**src/rtl/muldiv_sequencer.sv**
```systemverilog
// Iterative multiply/divide controller for the execute stage: 32-step shift-add multiplier
// and restoring divider, with a pipeline stall request and a one-cycle result strobe.
module muldiv_sequencer #(
    parameter int WIDTH = 32
) (
    input  logic             clk,
    input  logic             rst,
    input  logic             StartE,
    input  logic [1:0]       MulDivOpE,
    input  logic [WIDTH-1:0] SrcAE,
    input  logic [WIDTH-1:0] SrcBE,
    input  logic             FlushE,
    output logic             StallMD,
    output logic             DoneE,
    output logic [WIDTH-1:0] MulDivResultE,
    output logic             BusyMD
);

    localparam int CW = $clog2(WIDTH);
    localparam logic [CW-1:0] LAST = CW'(WIDTH - 1);

    typedef enum logic [1:0] {
        S_IDLE,
        S_RUN,
        S_DONE
    } state_t;

    state_t             r_state;
    state_t             w_next;
    logic [CW-1:0]      r_count;
    logic [1:0]         r_op;
    logic [WIDTH-1:0]   r_operand;
    logic [2*WIDTH-1:0] r_prod;
    logic [WIDTH-1:0]   r_rem;
    logic [WIDTH-1:0]   r_result;

    logic               w_divZero;
    logic               w_start;
    logic               w_step;
    logic               w_last;
    logic [WIDTH:0]     w_sum;
    logic [2*WIDTH-1:0] w_mulNext;
    logic [WIDTH:0]     w_shifted;
    logic [WIDTH:0]     w_diff;
    logic [WIDTH-1:0]   w_remNext;
    logic [WIDTH-1:0]   w_quoNext;
    logic [WIDTH-1:0]   w_finalResult;

    assign w_divZero = MulDivOpE[1] && (SrcBE == '0);
    assign w_start   = (r_state == S_IDLE) && StartE && !FlushE;
    assign w_step    = (r_state == S_RUN) && !FlushE;
    assign w_last    = w_step && (r_count == LAST);

    // Multiply step: conditional add into the upper half, carry kept, then shift right.
    assign w_sum     = {1'b0, r_prod[2*WIDTH-1:WIDTH]} + (r_prod[0] ? {1'b0, r_operand} : '0);
    assign w_mulNext = {w_sum, r_prod[WIDTH-1:1]};

    // Divide step: the low half of r_prod shifts dividend bits out and quotient bits in.
    // A restore only happens when the trial value's top bit is 0, so r_rem stays WIDTH bits.
    assign w_shifted = {r_rem, r_prod[WIDTH-1]};
    assign w_diff    = w_shifted - {1'b0, r_operand};
    assign w_remNext = w_diff[WIDTH] ? w_shifted[WIDTH-1:0] : w_diff[WIDTH-1:0];
    assign w_quoNext = {r_prod[WIDTH-2:0], ~w_diff[WIDTH]};

    always_comb begin
        w_finalResult = '0;
        case (r_op)
            2'b00:   w_finalResult = w_mulNext[WIDTH-1:0];
            2'b01:   w_finalResult = w_mulNext[2*WIDTH-1:WIDTH];
            2'b10:   w_finalResult = w_quoNext;
            default: w_finalResult = w_remNext;
        endcase
    end

    always_ff @(posedge clk) begin
        if (rst) begin
            r_state <= S_IDLE;
        end else begin
            r_state <= w_next;
        end
    end

    // Divide-by-zero still raises the stall for its first cycle so every M-op looks alike.
    always_comb begin
        w_next  = r_state;
        StallMD = 1'b0;
        DoneE   = 1'b0;
        BusyMD  = 1'b0;
        case (r_state)
            S_IDLE: begin
                if (w_start) begin
                    StallMD = 1'b1;
                    w_next  = w_divZero ? S_DONE : S_RUN;
                end
            end
            S_RUN: begin
                StallMD = 1'b1;
                BusyMD  = 1'b1;
                if (FlushE) begin
                    w_next = S_IDLE;
                end else if (r_count == LAST) begin
                    w_next = S_DONE;
                end
            end
            S_DONE: begin
                DoneE  = 1'b1;
                w_next = S_IDLE;
            end
            default: w_next = S_IDLE;
        endcase
    end

    always_ff @(posedge clk) begin
        if (rst) begin
            r_count   <= '0;
            r_op      <= '0;
            r_operand <= '0;
            r_prod    <= '0;
            r_rem     <= '0;
            r_result  <= '0;
        end else if (w_start) begin
            r_op    <= MulDivOpE;
            r_count <= '0;
            r_rem   <= '0;
            if (MulDivOpE[1]) begin
                r_operand <= SrcBE;
                r_prod    <= {{WIDTH{1'b0}}, SrcAE};
            end else begin
                r_operand <= SrcAE;
                r_prod    <= {{WIDTH{1'b0}}, SrcBE};
            end
            if (w_divZero) begin
                r_result <= MulDivOpE[0] ? SrcAE : '1;
            end
        end else if (w_step) begin
            r_count <= r_count + 1'b1;
            if (r_op[1]) begin
                r_rem               <= w_remNext;
                r_prod[WIDTH-1:0]   <= w_quoNext;
            end else begin
                r_prod <= w_mulNext;
            end
            if (w_last) begin
                r_result <= w_finalResult;
            end
        end
    end

    assign MulDivResultE = r_result;

endmodule

```
**config.mk**
```make
export PLATFORM = sky130hd
export DESIGN_NAME = muldiv_sequencer
export DESIGN_NICKNAME = d
export VERILOG_FILES = /design/src/rtl/muldiv_sequencer.sv
export SDC_FILE = /design/constraint.sdc
export NUM_CORES = 1
export LEC_CHECK = 0
export ABC_AREA = 0
export CELL_PAD_IN_SITES_DETAIL_PLACEMENT = 2
export CELL_PAD_IN_SITES_GLOBAL_PLACEMENT = 2
export CORE_AREA = 2 2 198 200
export CTS_CLUSTER_DIAMETER = 200
export DETAILED_ROUTE_END_ITERATION = 10
export DIE_AREA = 0 0 200 202
export MAX_ROUTING_LAYER = met4
export PLACE_DENSITY_LB_ADDON = 0.08
export RECOVER_POWER = 50
export SLEW_MARGIN = 20
export SYNTH_ARGS = -nofsm -noshare
export SYNTH_HDL_FRONTEND = slang
export SYNTH_SLANG_ARGS = --single-unit
```
**constraint.sdc**
```tcl
create_clock -name clk -period 3.8 [get_ports clk]
set_clock_uncertainty 0.15 [all_clocks]
set_input_delay 0.57 -clock clk [delete_from_list [all_inputs] [get_ports clk]]
set_output_delay 0.57 -clock clk [all_outputs]
set_load 0.01 [all_outputs]
```
==> impl_summary.md <==
Status
The flow ran to the end, and the final reports show no timing, DRC or antenna violations.

STA
The worst hold margin is 316 ps. For the pin with the worst max-slew slack, the measured transition is 948 ps. The achievable clock frequency is 0.268 GHz.

The worst relative slew slack is 36.7%. Setup violations remaining at the end of the flow were counted as 0. The post-layout minimum cycle time is 3730 ps. The final hold violation count came to 0.

The post-route worst setup slack is 66.2 ps. The number of pins with negative max-slew slack in the final report is 0. The final critical-path share of the clock period is 98.3%.

Worst setup path
Measured in cells, the most critical reg-to-reg path has a length of 15. Walking the worst path, the cells encountered are buf_4, and2_1, ha_4, buf_4, a21oi_1, o211ai_1, buf_4, a311oi_2, a21boi_1, buf_4, a221o_1, a21oi_2, xnor2_1, mux4_2, o21a_1. In this design, the critical path's most frequently occurring cell is sky130_fd_sc_hd__buf_4.

The end of the worst register-to-register path is MulDivResultE[27]. The startpoint type of the worst setup path is a flip-flop. Along the worst path, the maximum fanout reaches 4. The data arrival at the endpoint of the critical path is 3940 ps. In this run the worst setup path terminates at MulDivResultE[27]. The critical path's largest stage delay is 480 ps. The data required time of the worst path is 4010 ps. The setup check on the worst reg-to-reg path leaves a slack of 70 ps. The critical path contains buffers and inverters numbering 4 combined.

The worst-path cell with the longest stage delay is sky130_fd_sc_hd__mux4_2. The startpoint of the lowest-slack register-to-register path is r_prod[0]. In this run the worst setup path begins at r_prod[0].

The critical setup path kind is flip-flop to flip-flop. The critical path runs through a total of 15 cells. The cell family contributing the most delay on the critical path is compound AO/OA/AOI/OAI gates.

The endpoint type of the worst setup path is a flip-flop.

Logic synthesis
In this run the biggest area consumer among cell types represents 28.0% of the synthesized area. The largest area contributor in the netlist is sky130_fd_sc_hd__dfxtp_1. The async set or reset register ratio after synthesis is 0%. The synthesized area per cell is 7.73 sq um.

The compound-gate portion of the synthesized area is 25.5%. For this run, the number of Yosys warnings is 0. Counting every instance in the synthesized netlist gives 1560. By count the netlist is led by 183 x sky130_fd_sc_hd__nor2_1, 182 x sky130_fd_sc_hd__a21oi_1, 169 x sky130_fd_sc_hd__dfxtp_1.

In the post-synthesis netlist, the biggest area contributors are sky130_fd_sc_hd__dfxtp_1 28%, sky130_fd_sc_hd__mux2i_1 9.8%, sky130_fd_sc_hd__a21oi_1 7.6%. The largest family of logic cells by synthesized area is compound AO/OA/AOI/OAI gates. The distinct cell type count after synthesis is 75.

The most frequently used cell type in the post-synthesis netlist is sky130_fd_sc_hd__nor2_1. Summing the areas of all xor and xnor instances in the mapped netlist gives 4.21% of the synthesized area. The synthesized design contains 0 enable-type register cells. The adder-cell share of the synthesized area is 7.18%.

The fraction of the mapped netlist area in simple logic gates is 18.3%. The register area share after synthesis is 28.0%. The flop and latch count out of synthesis is 169. The synthesized netlist net count is 1698. The post-synth design cell area is 0.0121 sq mm.

The primary flip-flop cell chosen by synthesis mapping is sky130_fd_sc_hd__dfxtp_1. After synthesis, the share of cell area in mux cells is 11.5%.

Routing
For this block, the via count after detailed routing is 12800. Dividing the detail-routed wire length by the instance count gives 24.5 um. Dividing the detail-routed via count by the number of cells gives 5.60. The first routing iteration left 782 violations.

The remaining design rule violation count is 0. Before antenna repair, the detailed router went through 5 iterations. Once detail routing completed, the nets flagged for antenna violations numbered 0. The routed design has 55900 um of wire.

Clock tree
CTS placed an instance of sky130_fd_sc_hd__clkbuf_16 at the clock tree root. TritonCTS built the clock tree. For this design, the sink count on the clock tree is 169.

Buffers inserted to repair hold after CTS numbered 0. The number of CTS-inserted buffers is 17. The clock slew at the register clock pins of the worst setup and hold paths is 70 ps.

The latest clock arrival within the worst-skew pair is 460 ps. The H-tree was split into 4 levels. The longest clock path from root to sink contains 2 buffers.

Global routing
The number of antenna violations at the first check in global routing is 1. The number of global-route vias before repair is 13500. For this run the aggregate overflow at the end of global routing stands at 0. Entering global routing, the biggest net connects 66 pins. The combined global-route utilization of all metal layers is 28.8%. The first global-routing pass estimated 84600 um of wire.

Floorplan
Once the floorplan was initialized, standard cells occupied 31.5% of the core. The die width is 200 um. The count of pins on the block boundary is 105. The row count is 72. The die height is 202 um.

The die covers 0.0404 sq mm. After floorplanning, the core was sized to cover 0.0383 sq mm.

Worst hold path
In this run the worst hold path is classified as flip-flop to flip-flop.

Finish
For this run, the share of the core covered by cells in the final layout is 41.0%. The fraction of layout instances using a drive strength above 1 is 16.2%. Once layout is complete, the cells apart from fillers number 2281.

Compared with the post-synthesis result, the final layout area differs by 30.2%. The post-route cell area is 0.0157 sq mm. After the last flow step, the layout net total stands at 1887.

Counting the fill cells in the layout gives 4343.

Placement
Once placement finished, the instance area stood at 0.0147 sq mm. Input and output buffers added on the ports amount to 104. The placed wire-length estimate after detailed placement is 42500 um.

Before CTS, the worst setup slack after placement is -157 ps. The final weighted congestion in routability-driven placement is 0.996. Including well taps, the total number of placed cells is 2243.

Pwr
The power density over the cells is 309 mW/mm^2. In this run the static leakage power is 6.19 nW. The worst voltage drop across the vdd grid is 0.221 mV.

Job
The tool flagged a number of max-cap violations equal to 0.
## area by class of cell
class / count / area, sq um / share of cell area [%]
Inverter: 58 / 218 / 1.39
Clock inverter: 13 / 191 / 1.22
Timing Repair Buffer: 275 / 2400 / 15.3
Multi-Input combinational cell: 1228 / 8400 / 53.5
Clock buffer: 19 / 443 / 2.82
Tap cell: 518 / 648 / 4.13
Sequential cell: 169 / 3410 / 21.7
Antenna cell: 1 / 2.50 / 0.0159
## repair_timing
| action | CTS | global route |
|---|---|---|
| setup buffers | 0 | 4 |
| resized for setup | 20 | 63 |
| endpoints found under the hold margin | 0 | 0 |
| pin swaps | 3 | 16 |
| setup endpoints to repair | 18 | 38 |
## worst min path at each step
stage                       to  startpoint  slack [ps]  depth (start not counted)
floorplan           r_prod[63]  r_prod[63]         290                          2
global placement    r_count[4]  r_count[4]         300                          2
detailed placement  r_prod[38]  r_prod[38]         310                          2
CTS                 r_prod[38]  r_prod[38]         320                          2
global route        r_prod[46]  r_prod[46]         330                          2
finish              r_prod[38]  r_prod[38]         320                          2
## state kept, by name, indices dropped and copies added (netlist names)
register / cells
r_rem: 32
r_operand: 32
r_count: 5
r_op: 2
MulDivResultE: 32
r_prod: 64
r_state: 2
## layer usage
metal / GRT usage, % / vias up / share of wire, %
met5: - / - / 0
met4: 5.21 / 0 / 1.1
met3: 3.79 / 40 / 4.3
met2: 43.6 / 271 / 45
met1: 41.1 / 6425 / 50
li1: - / 6031 / -
## placed cells by master, fill, tap and decap left out, drive strengths merged, types with 18 or more instances in the layout
master and n:
a211oi 81, a21o 21, a21oi 182, and2 37
buf 171, clkbuf 21, clkdlybuf4s50 67, dfxtp 169
dlygate4sd3 35, ha 66, inv 60, mux2i 119
nand2 142, nand3 18, nor2 184, nor3 27
o211ai 18, o21ai 56, o22ai 36, xnor2 43
## metrics by stage
stage | TNS (ps) | power (mW)
2_1_floorplan | 0 | 2.42
3_3_place_gp | -855 | 2.86
3_5_place_dp | -1820 | 2.88
4_1_cts | -26.2 | 4.84
5_1_grt | -25.3 | 5.06
6_report | 0 | 4.86
## kinds of logic after synthesis
family                     count (synthesis)
adders and majority gates                 68
and+or+nand+nor                          484
muxes                                    135
DFF                                      169
buffers and inverters                    163
xor gates and xnor gates                  58
AOI/OAI and AO/OA                        483
## report_power, final
group	total (mW)	internal, mW	switching, mW
clock	1.96	1.12	0.841
sequential	1.88	1.82	0.0566
combinational	1.02	0.412	0.604
total	4.86	3.36	1.50
## worst register-to-register path: cells and delay by family, from the launching register on
kind | cells | cell delay (ps)
compound gates | 7 | 1450
xor+xnor | 1 | 100
fa+ha+maj | 1 | 230
buf+inv | 4 | 640
flops | 1 | 380
mux | 1 | 480
simple gates | 1 | 200
Power figures use the tool's default switching activity.
